[src/rtl/mips_ifu.sv]
// Instruction fetch unit: fetches over a req/rvalid handshake, holds the
// instruction for the decoder and registers the next PC from its NPCOp.
module mips_ifu #(
  parameter logic [31:0] RESET_PC   = 32'h0000_3000,
  parameter logic [31:0] EXC_VECTOR = 32'h0000_4180,
  parameter int unsigned EXC_CNT_W  = 8
) (
  input  logic                 clk,
  input  logic                 rst_n,
  output logic                 imem_req,
  output logic [31:0]          imem_addr,
  input  logic                 imem_rvalid,
  input  logic [31:0]          imem_rdata,
  input  logic                 imem_err,
  input  logic                 exec_stall,
  input  logic [2:0]           npc_op,
  output logic [5:0]           opcode,
  output logic [5:0]           funct,
  output logic [4:0]           rt,
  output logic [31:0]          instr,
  output logic                 nop,
  output logic [31:0]          pc,
  output logic [31:0]          pc_plus4,
  output logic [31:0]          epc,
  output logic [EXC_CNT_W-1:0] exc_cnt
);

  typedef enum logic [1:0] {
    FETCH = 2'd0,
    WAIT  = 2'd1,
    EXEC  = 2'd2
  } state_t;

  typedef enum logic [2:0] {
    NPC_PLUS4  = 3'd0,
    NPC_BRANCH = 3'd1,
    NPC_JUMP   = 3'd2
  } npc_t;

  state_t                state_q, state_d;
  logic [31:0]           pc_q, pc_d;
  logic [31:0]           instr_q, instr_d;
  logic [31:0]           epc_q, epc_d;
  logic [EXC_CNT_W-1:0]  exc_cnt_q, exc_cnt_d;
  logic [31:0]           pc_next;
  logic                  take_exc;

  always_ff @(posedge clk or negedge rst_n) begin
    if (!rst_n) begin
      state_q   <= FETCH;
      pc_q      <= RESET_PC;
      instr_q   <= '0;
      epc_q     <= '0;
      exc_cnt_q <= '0;
    end else begin
      state_q   <= state_d;
      pc_q      <= pc_d;
      instr_q   <= instr_d;
      epc_q     <= epc_d;
      exc_cnt_q <= exc_cnt_d;
    end
  end

  always_comb begin
    state_d = state_q;
    case (state_q)
      FETCH:   state_d = WAIT;
      WAIT:    if (imem_rvalid) state_d = imem_err ? FETCH : EXEC;
      EXEC:    if (!exec_stall) state_d = FETCH;
      default: state_d = FETCH;
    endcase
  end

  // Request is masked during reset so it reads 0 while rst_n is low.
  always_comb begin
    imem_req = (state_q == FETCH) && rst_n;
    nop      = (state_q != EXEC);
  end

  assign pc_plus4 = pc_q + 32'd4;

  always_comb begin
    pc_next  = EXC_VECTOR;
    take_exc = 1'b0;
    case (npc_op)
      NPC_PLUS4:  pc_next = pc_plus4;
      NPC_BRANCH: pc_next = pc_plus4 + {{14{instr_q[15]}}, instr_q[15:0], 2'b00};
      NPC_JUMP:   pc_next = {pc_plus4[31:28], instr_q[25:0], 2'b00};
      default:    take_exc = 1'b1;
    endcase
  end

  always_comb begin
    pc_d      = pc_q;
    instr_d   = instr_q;
    epc_d     = epc_q;
    exc_cnt_d = exc_cnt_q;
    if (state_q == WAIT && imem_rvalid) begin
      if (imem_err) begin
        pc_d  = EXC_VECTOR;
        epc_d = pc_q;
        if (exc_cnt_q != '1) exc_cnt_d = exc_cnt_q + 1'b1;
      end else begin
        instr_d = imem_rdata;
      end
    end else if (state_q == EXEC && !exec_stall) begin
      pc_d = pc_next;
      if (take_exc) begin
        epc_d = pc_q;
        if (exc_cnt_q != '1) exc_cnt_d = exc_cnt_q + 1'b1;
      end
    end
  end

  assign imem_addr = pc_q;
  assign pc        = pc_q;
  assign instr     = instr_q;
  assign opcode    = instr_q[31:26];
  assign funct     = instr_q[5:0];
  assign rt        = instr_q[20:16];
  assign epc       = epc_q;
  assign exc_cnt   = exc_cnt_q;

endmodule

[config.mk]
export PLATFORM = sky130hd
export DESIGN_NAME = mips_ifu
export DESIGN_NICKNAME = d
export VERILOG_FILES = /design/src/rtl/mips_ifu.sv
export SDC_FILE = /design/constraint.sdc
export NUM_CORES = 1
export LEC_CHECK = 0
export CAP_MARGIN = 0
export CORE_AREA = 5 5 115 171
export CTS_CLUSTER_SIZE = 12
export DETAILED_ROUTE_END_ITERATION = 7
export DIE_AREA = 0 0 120 176
export PLACE_DENSITY = 0.7
export REMOVE_ABC_BUFFERS = 1
export SYNTH_ARGS = -nofsm -noshare
export SYNTH_HDL_FRONTEND = slang
export SYNTH_SLANG_ARGS = --single-unit
[constraint.sdc]
create_clock -name clk -period 8.1 [get_ports clk]
set_clock_uncertainty 0.05 [all_clocks]
set_input_delay 1.62 -clock clk [delete_from_list [all_inputs] [get_ports clk]]
set_output_delay 1.62 -clock clk [all_outputs]
set_load 0.03 [all_outputs]
==> results.toml <==
[status]
outcome = "complete, no violations"

[drt]
drtIter0Drc = 329
wl_met2_um = 12020
route.detailed.drc = 0
via_count = 6202
drt_pass1_iterations = 5
met3_wirelength_um = 1087
routed_wl_um = 22130
wl_met1_um = 8102
post_drt_wl_per_cell_um = 20.25
drtAntennaViolNets = 0
viasPerCell = 5.674
highest_layer = "met4"

[global_routing]
grt_max_degree = 78
antenna_found_initial = 0
grt_pass1_wl_um = 34560
gr-total-overflow = 0
grt_use_total_pct = 20.78
grt_pass1_vias = 6302

[timing]
report.final.slew_viol_count = 0
hold_ws_ps = 444.4
period_minus_slack_ps = 5272
tightest_slew_ps = 1195
setup_violations = 0
final.setup.tns_ps = 0
hold_viol_final = 0
clock.fmax_mhz = 189.7
setup_ws_ps = 2828
timing.slew.headroom_pct = 19.70
rsz0062_at_grt = "false"
fin_crit_sh_pct = 65.09

[placement]
io_buffers = 218
placed_cells = 1077
place_ws_ps = 3035
hpwl_um = 16830
gp_congestion = 0.9560

[yosys]
synth-main-ff-cell = "dfrtp_1"
netlist_area_um2 = 7066
ys_ff_latch = 102
avgSynthCellArea_um2 = 9.868
async_reset_ff_share_pct = 100.0
ys_warn_count = 0
syn_inst = 716
ys_types = 73
seq_area_frac_synth_pct = 36.16
synth_edf_count = 0

[worst_setup_path]
worst-r2r-cell-count = 14
crit_chain = "ha_1, nand4_1, nor2_1, and2_1, nand3_2, nor4_1, xnor2_1, clkdlybuf4s50_1"
critPathRequiredTime_ps = 6430
worstSetupStartpoint = "imem_addr[2]$_DFFE_PN0P_"
endpoint_kind = "output pin"
cp-start-kind = "flop"
critPathMaxFanout = 8
cpPeakStageDelay_ps = 710
critical_path.slowest_cell = "clkdlybuf4s50_1"
worstPathArrival_ps = 3600
r2r-start = "imem_addr[2]$_DFFE_PN0P_"
crit_path_end = "pc_plus4[30]"
ff2ff_setup_slack_ps = 3610
crit_type = "flop to output pin"
timing.rr.end = "imem_addr[30]$_DFFE_PN0P_"

[floorplanning]
initial_core_util_pct = 39.38
dieArea_um2 = 21120
core_um2 = 17940
die_y_um = 176
row_count = 60
die-width_um = 120
io_pins = 227

[clock_network]
postCtsSetupBuffers = 0
path_clk_slew_ps = 80
cts_hold_buf = 0
clkLatencyLatePin_ps = 360
numCtsBuffers = 9
htreeDepth = 3
clock-sinks = 102
cts_buffer_depth = 2
cts_tree = "yes"
cts_resized = 0
clockRootBuffer = "clkbuf_16"

[finish]
antennaDiodeCount = 0
fin_cells = 1093
multi_input_area_um2 = 3969
layout-drive-gt1-share_pct = 12.79
filler_cell_count = 1666
area_growth_pct = 32.60
register_area_um2 = 2555
nets = 947

[power]
peakVddDrop_uv = 97.51
p_per_area_nw_per_um2 = 240.0
p_leak_nw = 4.006

[job]
max_cap_viol_count = 0

[worst_hold_path]
hold_path_class = "flop to flop"
[final cells by class]
cell class | instances | area share [%]
Clock inverter | 7 | 0.8413
Tap cell | 217 | 2.898
Inverter | 14 | 0.5609
Timing Repair Buffer | 223 | 23.66
Multi-Input combinational cell | 521 | 42.36
Clock buffer | 9 | 2.404
Sequential cell | 102 | 27.27
[metrics by stage]
stage          total power [mW]  util [%]  instance area (um2)
5_1_grt                   2.369     52.22                 9369
4_1_cts                   2.264     52.22                 9369
2_1_floorplan             1.367         -                 6561
6_report                  2.249     52.22                 9369
3_3_place_gp              1.798     50.52                 9065
3_5_place_dp              1.808     50.52                 9065
[state kept, by name (all words and copies together) (netlist names)]
| signal | count |
|---|---|
| instr | 32 |
| exc_cnt | 8 |
| state_q | 2 |
| imem_addr | 30 |
| epc | 30 |
[cell families after synthesis]
| group | count (synthesis) | share of synthesized area (%) |
|---|---|---|
| AO/OA/AOI/OAI | 165 | 15.87 |
| buffers and inverters | 100 | 8.252 |
| other | 1 | 0.05307 |
| flip-flops | 102 | 36.16 |
| adder cells (fa/ha/maj) | 36 | 6.481 |
| multiplexers | 76 | 11.94 |
| XOR/XNOR | 56 | 7.314 |
| AND/OR/NAND/NOR | 180 | 13.94 |
[worst max-delay path: cells and delay by family, from the launching register on]
| kind | cells | cell delay (ps) |
|---|---|---|
| DFF | 1 | 480 |
| and+or+nand+nor | 5 | 1600 |
| xor gates and xnor gates | 1 | 210 |
| adders and majority gates | 1 | 250 |
| buffers and inverters | 1 | 710 |
[cell usage in the layout, fill, tap and decap left out, drive strengths merged, types with 4 or more instances in the layout]
| cell type | n |
|---|---|
| a211o | 4 |
| a211oi | 4 |
| a21o | 15 |
| a21oi | 41 |
| a22oi | 10 |
| a31oi | 6 |
| and2 | 6 |
| and3 | 13 |
| and4 | 6 |
| buf | 6 |
| clkbuf | 9 |
| clkdlybuf4s50 | 217 |
| conb | 8 |
| dfrtp | 100 |
| ha | 35 |
| inv | 17 |
| mux2 | 66 |
| mux2i | 10 |
| nand2 | 41 |
| nand2b | 9 |
| nand3 | 27 |
| nand4 | 11 |
| nor2 | 34 |
| nor3 | 13 |
| nor4 | 6 |
| o211ai | 5 |
| o21ai | 37 |
| o221ai | 7 |
| o22ai | 8 |
| xnor2 | 30 |
| xor2 | 26 |
[synthesized netlist by cell type (all sizes together) (7+ instances only)]
master,n,area share (%)
dfrtp,100,35
mux2,66,11
buf,58,6.0
a21oi,41,3.0
nand2,41,2.2
o21ai,37,2.6
ha,35,6.2
nor2,34,1.8
xnor2,30,4.0
clkbuf,28,1.5
nand3,27,2.2
xor2,26,3.3
a21o,15,1.6
inv,14,0.74
and3,13,1.3
nor3,13,1.2
nand4,11,0.97
a22oi,10,1.1
mux2i,10,1.4
nand2b,9,0.80
o22ai,8,0.71
o221ai,7,0.87
[how the worst min path moves through the flow]
| stage | from | endpoint | slack, ps | cells after the start |
|---|---|---|---|---|
| floorplan | state_q[0]$_DFFE_PN0P_ | state_q[0]$_DFFE_PN0P_ | 440 | 1 |
| global placement | epc[16]$_DFFE_PN0P_ | epc[16]$_DFFE_PN0P_ | 440 | 1 |
| detailed placement | exc_cnt[5]$_DFFE_PN0P_ | exc_cnt[5]$_DFFE_PN0P_ | 440 | 1 |
| CTS | exc_cnt[5]$_DFFE_PN0P_ | exc_cnt[5]$_DFFE_PN0P_ | 450 | 1 |
| global route | epc[28]$_DFFE_PN0P_ | epc[28]$_DFFE_PN0P_ | 480 | 1 |
| finish | exc_cnt[5]$_DFFE_PN0P_ | exc_cnt[5]$_DFFE_PN0P_ | 440 | 1 |
[report_power, final]
group	internal (mW)	leakage [nW]	switching (mW)	total, mW
Sequential	0.594	1.31	0.114	0.709
Clock	0.244	0.151	0.206	0.450
Combinational	0.463	2.55	0.627	1.09
Total	1.30	4.01	0.948	2.25
[routing by layer]
layer / vias to the layer above / global-route usage [%]
met3: 54 / 4.006
met1: 3069 / 22.12
met4: 0 / 10.03
li1: 2859 / -
met2: 220 / 38.82
met5: - / 0
No activity file was read; power rests on OpenSTA's default activity.
